File: config.mk
export PLATFORM = sky130hd
export DESIGN_NAME = uart_tx_fifo
export DESIGN_NICKNAME = d
export VERILOG_FILES = /design/src/rtl/uart_tx_fifo.sv
export SDC_FILE = /design/constraint.sdc
export NUM_CORES = 1
export LEC_CHECK = 0
export CORE_MARGIN = 1
export CORE_UTILIZATION = 30
export DETAILED_ROUTE_END_ITERATION = 10
export DONT_BUFFER_PORTS = 1
export GPL_TIMING_DRIVEN = 0
export SLEW_MARGIN = 10
export SYNTH_ARGS = -nofsm -noshare
export SYNTH_HDL_FRONTEND = slang
export SYNTH_SLANG_ARGS = --single-unit
File: constraint.sdc
create_clock -name i_clk -period 3 [get_ports i_clk]
set_clock_uncertainty 0.2 [all_clocks]
set_input_delay 0.6 -clock i_clk [delete_from_list [all_inputs] [get_ports i_clk]]
set_output_delay 0.6 -clock i_clk [all_outputs]
set_load 0.02 [all_outputs]
File: src/rtl/uart_tx_fifo.sv
// rtl/uart_tx_fifo.sv - byte FIFO plus dispatcher that launches bytes into the UART transmitter
module uart_tx_fifo #(
  parameter int DEPTH_LOG2 = 4
) (
  input  logic                  i_clk,
  input  logic                  i_rst_n,
  input  logic                  i_wr_dv,
  input  logic [7:0]            i_wr_data,
  input  logic                  i_ovf_clr,
  input  logic                  i_tx_active,
  input  logic                  i_tx_done,
  output logic                  o_tx_dv,
  output logic [7:0]            o_tx_byte,
  output logic                  o_full,
  output logic                  o_empty,
  output logic [DEPTH_LOG2:0]   o_count,
  output logic                  o_overflow,
  output logic                  o_busy
);

  localparam int DEPTH = 1 << DEPTH_LOG2;
  localparam logic [DEPTH_LOG2:0] DEPTH_CNT = (DEPTH_LOG2 + 1)'(DEPTH);
  localparam logic [DEPTH_LOG2:0] CNT_ONE   = (DEPTH_LOG2 + 1)'(1);
  localparam logic [DEPTH_LOG2-1:0] PTR_ONE = DEPTH_LOG2'(1);

  typedef enum logic [1:0] {
    S_IDLE      = 2'd0,
    S_WAIT_ACT  = 2'd1,
    S_WAIT_DONE = 2'd2
  } state_t;

  state_t                state_q, state_d;
  logic [7:0]            mem_q [DEPTH];
  logic [DEPTH_LOG2-1:0] wr_ptr_q, wr_ptr_d;
  logic [DEPTH_LOG2-1:0] rd_ptr_q, rd_ptr_d;
  logic [DEPTH_LOG2:0]   count_q, count_d;
  logic                  ovf_q, ovf_d;
  logic                  tx_dv_q, tx_dv_d;
  logic [7:0]            tx_byte_q, tx_byte_d;
  logic                  full, empty, push, pop;

  assign full  = (count_q == DEPTH_CNT);
  assign empty = (count_q == '0);

  always_comb begin
    push      = i_wr_dv && !full;
    pop       = 1'b0;
    state_d   = state_q;
    tx_dv_d   = 1'b0;
    tx_byte_d = tx_byte_q;
    case (state_q)
      // done is still high on the transmitter's first idle cycle, so it gates relaunch too
      S_IDLE: begin
        if (!empty && !i_tx_active && !i_tx_done) begin
          pop       = 1'b1;
          tx_dv_d   = 1'b1;
          tx_byte_d = mem_q[rd_ptr_q];
          state_d   = S_WAIT_ACT;
        end
      end
      S_WAIT_ACT:  if (i_tx_active) state_d = S_WAIT_DONE;
      S_WAIT_DONE: if (i_tx_done)   state_d = S_IDLE;
      default:     state_d = S_IDLE;
    endcase

    wr_ptr_d = push ? wr_ptr_q + PTR_ONE : wr_ptr_q;
    rd_ptr_d = pop  ? rd_ptr_q + PTR_ONE : rd_ptr_q;
    count_d  = count_q;
    if (push && !pop) count_d = count_q + CNT_ONE;
    else if (pop && !push) count_d = count_q - CNT_ONE;

    ovf_d = (ovf_q && !i_ovf_clr) || (i_wr_dv && full);
  end

  always_ff @(posedge i_clk or negedge i_rst_n) begin
    if (!i_rst_n) begin
      state_q   <= S_IDLE;
      wr_ptr_q  <= '0;
      rd_ptr_q  <= '0;
      count_q   <= '0;
      ovf_q     <= 1'b0;
      tx_dv_q   <= 1'b0;
      tx_byte_q <= 8'h00;
    end else begin
      state_q   <= state_d;
      wr_ptr_q  <= wr_ptr_d;
      rd_ptr_q  <= rd_ptr_d;
      count_q   <= count_d;
      ovf_q     <= ovf_d;
      tx_dv_q   <= tx_dv_d;
      tx_byte_q <= tx_byte_d;
    end
  end

  // Storage needs no reset: the count alone decides what is valid.
  always_ff @(posedge i_clk) begin
    if (push) mem_q[wr_ptr_q] <= i_wr_data;
  end

  assign o_tx_dv    = tx_dv_q;
  assign o_tx_byte  = tx_byte_q;
  assign o_full     = full;
  assign o_empty    = empty;
  assign o_count    = count_q;
  assign o_overflow = ovf_q;
  assign o_busy     = (state_q != S_IDLE) || !empty;

endmodule

==> results.env <==
AREAGROWTHSYNTHTOFINISH_PCT=15.8
MAXSLEWHEADROOM=0.317
HOLD_SLACK_NS=0.0730
DETAILEDROUTE.FIRSTPASSITERATIONCOUNT=4
SYNTH_ENABLE_FLOP_CELLS=128
SYNTH.YOSYS.SEQ_AREA_SHARE=0.717
MAXIMUM_NUMBER_OF_PINS_ON_ONE_NET_BEFORE_GLOBAL_ROUTE_REPAIR=26
BUFFERS_ON_PORTS=0
YS.FLOP_TYPE='sky130_fd_sc_hd__edfxtp_1'
CRITICAL-PATH-SLOWEST-CELL='sky130_fd_sc_hd__or4_4'
ROUTED_WL_UM=12500
ANTENNA_FOUND_INITIAL=0
POWER_PER_CELL_AREA_nW_PER_UM2=963
FINALNETCOUNT=386
GLOBALROUTE.TOTALOVERFLOW=0
REGISTER_BIT_TOTAL_FROM_SYNTHESIS=153
POST_DRT_WL_PER_CELL_UM=19.3
CTS.CLK_SLEW.WORST_PATHS_NS=0.06
FILLER_CELL_COUNT=1923
PERIOD_NEEDED_NS=2.85
ASYNC_S_R_FF_SHARE_SYNTH=0.163
VIA_PER_INST=4.68
FP-ROW-COUNT=52
HOLD_PATH_STARTPOINT='i_wr_data[5]'
SETUP_WS_NS=0.149
CTS-BUFFERS-INSERTED=17
CTS.ROOT.BUFFER_CELL='sky130_fd_sc_hd__clkbuf_16'
SYNTH_FP_NETS=366
WORST_PIN_SLEW_NS=1.02
SETUP-VIOLATIONS-FINAL=0
CRITPATHMAXFANOUT=5
FINALCRITPERIODSHARE=0.950
CLOCKBUFFERDEPTH=2
START_KIND='flop'
CLOCK-SINKS=153
NUMBER_OF_LEVELS_IN_THE_CLOCK_H_TREE=4
CRIT_REQUIRED_NS=3.14
TRITONCTS='built'
SYNTH.AVG_CELL_AREA_UM2=18.3
REMAINING_DRC_ERRORS=0
CRITPATHCAPTURETYPE='flop'
DIE_WIDTH_UM=146
DIE_HEIGHT_UM=146
NUM_VIAS=3015
DRIVE_GT1_FRAC=0.219
GRT_PASS1_VIAS=3160
DRT_FIRST_ITER_VIOLATIONS=220
YOSYS_WARNINGS=0
AGGREGATE_GLOBAL_ROUTE_RESOURCE_USAGE=0.124
R2R-START='o_count[0]'
TIMING_HOLD_VIOLATIONS_FINAL=0
MAX_CAP_VIOLATIONS=0
FP.COREAREA_UM2=20300
SYN_AREA_UM2=6230
FP.DIEAREA_UM2=21400
TOTALPOWERFINAL_mW=6.95
CRITICAL_PATH_CLASS='flop to flop'
STARTPOINT='o_count[0]'
MIN_PATH_TYPE='primary input to flop'
GATE_COUNT_AFTER_TECHNOLOGY_MAPPING=341
GLOBAL_ROUTE_WIRE_LENGTH_BEFORE_REPAIR_UM=19000
RSZ0062_AT_GRT='no'
FMAX_GHz=0.351
DETAILEDPLACE.WORSTSLACK_NS=-0.353
MAX-VDD-IR-DROP_mV=0.511
RUN_STATUS='finished clean'
IOS=32
POST_SYNTH_NUM_CELL_TYPES=36
WORST-ENDPOINT-ARRIVAL_NS=2.99
CRIT_PATH_FREQUENT_CELL='sky130_fd_sc_hd__ha_1'
DP.FINAL_HPWL_UM=7990
REPORT.FINAL.SLEW_VIOL_COUNT=0
FINAL_CORE_UTIL=0.356
FLOORPLAN.INITIALDENSITY=0.307
CLK-INSERTION-DELAY-LATE_NS=0.42
ANTENNA-DIODE-COUNT=0
ANT_NETS=0
MAX_STAGE_DELAY_NS=0.55
PLACE_CONGESTION=0.778
PATH_CELLS='nor4_4, nor2b_4, or4_4, ha_1, inv_2, ha_1, a21o_1, a21oi_2, mux2i_1, xnor2_1'
LEAK_PWR_nW=2.48
[cells in the mapped netlist, types with 2 or more instances]
cell / number / share of area
sky130_fd_sc_hd__edfxtp_1: 128 / 0.62
sky130_fd_sc_hd__nand2_1: 33 / 0.020
sky130_fd_sc_hd__dfrtp_1: 25 / 0.10
sky130_fd_sc_hd__mux4_1: 16 / 0.067
sky130_fd_sc_hd__mux4_2: 16 / 0.058
sky130_fd_sc_hd__nor2_1: 16 / 0.0096
sky130_fd_sc_hd__o21ai_1: 15 / 0.012
sky130_fd_sc_hd__ha_1: 10 / 0.020
sky130_fd_sc_hd__inv_1: 9 / 0.0054
sky130_fd_sc_hd__mux2i_1: 9 / 0.014
sky130_fd_sc_hd__xnor2_1: 9 / 0.013
sky130_fd_sc_hd__mux2_2: 8 / 0.014
sky130_fd_sc_hd__buf_2: 7 / 0.0056
sky130_fd_sc_hd__o21ai_0: 6 / 0.0048
sky130_fd_sc_hd__clkbuf_1: 4 / 0.0024
sky130_fd_sc_hd__nor3_1: 4 / 0.0032
sky130_fd_sc_hd__buf_1: 3 / 0.0018
sky130_fd_sc_hd__nand2b_1: 3 / 0.0030
sky130_fd_sc_hd__a21oi_1: 2 / 0.0016
sky130_fd_sc_hd__nand4_1: 2 / 0.0020
[state kept, by name, indices dropped and copies added (netlist names)]
name and cells:
o_count 5, o_overflow 1, state_q 2, o_tx_dv 1
o_tx_byte 8, rd_ptr_q 4, mem_q 128, wr_ptr_q 4
[through the flow]
| stage | TNS (ns) | instance area, um^2 | std cells |
|---|---|---|---|
| after CTS | 0 | 7210 | 644 |
| after detailed placement | -0.569 | 6600 | 611 |
| after floorplan | 0 | 6240 | 341 |
| final | 0 | 7220 | 644 |
| after global routing | 0 | 7220 | 644 |
| after global placement | -5.77 | 6580 | 611 |
[power breakdown]
| part | internal [mW] | switching, mW | leakage, nW | total (mW) |
|---|---|---|---|---|
| sequential | 2.65 | 0.298 | 1.46 | 2.94 |
| combinational | 0.898 | 1.05 | 0.745 | 1.95 |
| clock | 1.16 | 0.890 | 0.271 | 2.05 |
| total | 4.70 | 2.24 | 2.48 | 6.95 |
[layout make-up]
| class | count | area [um^2] | area share |
|---|---|---|---|
| tap | 270 | 338 | 0.0468 |
| timing repair buffer | 3 | 37.5 | 0.00520 |
| multi-input combinational | 160 | 1660 | 0.230 |
| buffer | 16 | 106 | 0.0147 |
| clock inverter | 14 | 136 | 0.0189 |
| inverter | 10 | 37.5 | 0.00520 |
| clock buffer | 18 | 429 | 0.0595 |
| sequential | 153 | 4470 | 0.620 |
[cell families (layout without fill, tap and decap cells)]
family                   Yosys count  count (layout)  synth area share
AO/OA/AOI/OAI                     26              26            0.0225
XOR/XNOR                          10              10            0.0141
adder cells (fa/ha/maj)           11              11            0.0233
buffers and inverters             28              61            0.0245
flip-flops                       153             153             0.717
multiplexers                      49              49             0.154
AND/OR/NAND/NOR                   64              64            0.0444
[worst max-delay path: cells and delay by family (launching register included)]
kind	cells	cell delay [ns]
adder cells (fa/ha/maj)	2	0.49
flip-flops	1	0.49
AO/OA/AOI/OAI	2	0.33
AND/OR/NAND/NOR	3	0.79
buffers and inverters	1	0.11
multiplexers	1	0.22
XOR/XNOR	1	0.13
[cells in the final DEF (no fill, tap or decap), types with 2 or more instances in the layout]
cell type                    count
sky130_fd_sc_hd__buf_1           3
sky130_fd_sc_hd__o21ai_0         6
sky130_fd_sc_hd__dfrtp_2         4
sky130_fd_sc_hd__ha_1           10
sky130_fd_sc_hd__mux2_2          8
sky130_fd_sc_hd__xnor2_1         9
sky130_fd_sc_hd__buf_12          2
sky130_fd_sc_hd__nand2b_1        3
sky130_fd_sc_hd__mux4_1         16
sky130_fd_sc_hd__mux2i_1         9
sky130_fd_sc_hd__nor3_2          4
sky130_fd_sc_hd__buf_4           2
sky130_fd_sc_hd__nand4_1         2
sky130_fd_sc_hd__edfxtp_1      128
sky130_fd_sc_hd__clkinv_4        3
sky130_fd_sc_hd__inv_2           2
sky130_fd_sc_hd__clkinv_1        2
sky130_fd_sc_hd__clkbuf_1        4
sky130_fd_sc_hd__clkbuf_16      17
sky130_fd_sc_hd__clkinvlp_4      2
sky130_fd_sc_hd__buf_2           6
sky130_fd_sc_hd__dfrtp_1        21
sky130_fd_sc_hd__inv_1           8
sky130_fd_sc_hd__inv_8           2
sky130_fd_sc_hd__mux4_2         16
sky130_fd_sc_hd__nor2_1         16
sky130_fd_sc_hd__nand2_1        33
sky130_fd_sc_hd__o21ai_1        15
sky130_fd_sc_hd__inv_6           4
[path summary, 6_finish.rpt]
| check | to | depth (start not counted) | slack, ns |
|---|---|---|---|
| max | o_count[4] | 10 | 0.15 |
| min | mem_q[11][5] | 0 | 0.07 |
| max reg2reg | o_count[4] | 10 | 0.15 |
| min reg2reg | state_q[1] | 2 | 0.32 |
| max in group asynchronous | rd_ptr_q[2] | 2 | 2.01 |
| min in group asynchronous | o_count[3] | 2 | 0.42 |
[what timing repair did]
action                     4_1_cts  5_1_grt
hold buffers                     2        0
gates resized for setup          6        3
setup endpoints to repair        3        1
hold endpoints to repair        25        0
setup buffers                    1        0
pin swaps                        1        0
cloned                           0        0
[routing by layer]
metal	up-vias	wire length, um	global-route usage
met1	1564	5440	0.164
met2	85	6020	0.195
met5	-	0	0
met4	0	65	0.0375
met3	7	928	0.0400
li1	1359	-	-
(Power assumes the default switching activity.)
==> variant, RTL diff (same flow settings) <==
The parameter `DEPTH_LOG2` goes from 4 to 5.
--- a/src/rtl/uart_tx_fifo.sv
+++ b/src/rtl/uart_tx_fifo.sv
@@ -1,6 +1,6 @@
 // rtl/uart_tx_fifo.sv - byte FIFO plus dispatcher that launches bytes into the UART transmitter
 module uart_tx_fifo #(
-  parameter int DEPTH_LOG2 = 4
+  parameter int DEPTH_LOG2 = 5
 ) (
   input  logic                  i_clk,
   input  logic                  i_rst_n,
Interface: changed (resized o_count); port bits go from 32 to 33. No check against the original RTL was run, so the function may have changed too.
==> variant against the unedited design <==
- sequential cell count is 131 higher
- global-route usage increased by 0.19 points
- the run now ends with negative setup slack left
- first-iteration DRC count up 140%
- power increased by 74%
- area after synthesis is 84% higher
- design area up 87%
- routed wire length rose by 94%
- highest routed layer unchanged
- setup slack worse by 0.36 ns
==> variant: results (changes against the unedited design) <==
status: "finished with violations"
place.gp.congestion: 0.808  # +3.9%
synth.top_cells.by_count: "256 x edfxtp_1, 51 x nor2_1, 36 x mux4_2"
drive_gt1_frac: 0.249  # +0.0296
wire_per_inst_um: 20.5  # +5.9%
dpl_cell_area_um2: 12200  # +85%
drt-initial-drc-count: 532  # +140%
synth.area.top_cells: "edfxtp_1 67%, mux4_2 7.1%, dfrtp_1 6.1%"
place_inst: 1110  # +82%
tns_ns: -0.294  # -0.294 ns
hold_path_depth: 2  # +2
multi_input_comb_area_um2: 2960  # +79%
final-clk-cell-share: 0.0698  # -0.00856
violations: "negative setup slack"
dp_hpwl_um: 15300  # +91%
synth-compound-area-share: 0.0314  # +0.00892
syn_inst: 599  # +76%
grt_pass1_vias: 5829  # +84%
dieWidth_um: 198  # +35%
wirelength_um: 24200  # +94%
final-setup-viol-count: 3  # +3
leakage_uw: 0.00444  # +79%
crit_path_end: "o_count[5]"
setup_ws_ns: -0.212  # -0.361 ns
worstSkewPairLatency_ns: 0.55  # +0.13 ns
seq-cell-share: 0.623  # +0.00260
cts_buffers: 30  # +13
grt_max_degree: 33  # +27%
clockBufferDepth: 3  # +1
buf_share: 0.0356  # +0.0156
htreeDepth: 1  # -3
grtUsageMet2: 0.204  # +0.00862
n_fill_cell: 3501  # +82%
muxShareOfSynthArea: 0.147  # -0.00695
-- variant: repair_timing --
action	CTS	global route
resized for setup	11	26
hold buffers	13	0
setup endpoints to repair	7	146
setup buffers	6	1
hold endpoints to repair	287	0
pin swaps	4	9
-- variant: per-layer routing --
layer	vias up	share of wire
met5	-	0
met4	0	0.016
met3	27	0.060
met2	159	0.48
met1	2904	0.45
li1	2514	-
-- variant: logic make-up after synthesis --
kind of cell,after synthesis
compound gates,53
xor+xnor,12
fa+ha+maj,11
buf+inv,45
flops,284
mux,87
simple gates,107
-- variant: power breakdown --
part	switching [uW]	leakage, uW	internal (uW)
Clock	1470	0.000463	2040
Combinational	1870	0.00132	1630
Sequential	362	0.00265	4700
Total	3700	0.00444	8370
-- variant: critical path, stage by stage (launching register included) --
cell and delay (ns):
dfrtp_2 0.49, or4_4 0.59, nor3_4 0.32, or4_4 0.24, ha_4 0.17, inv_8 0.05
ha_4 0.25, a21o_1 0.12, a21oi_2 0.07, or4_4 0.43, nand3_4 0.10, xnor2_2 0.10
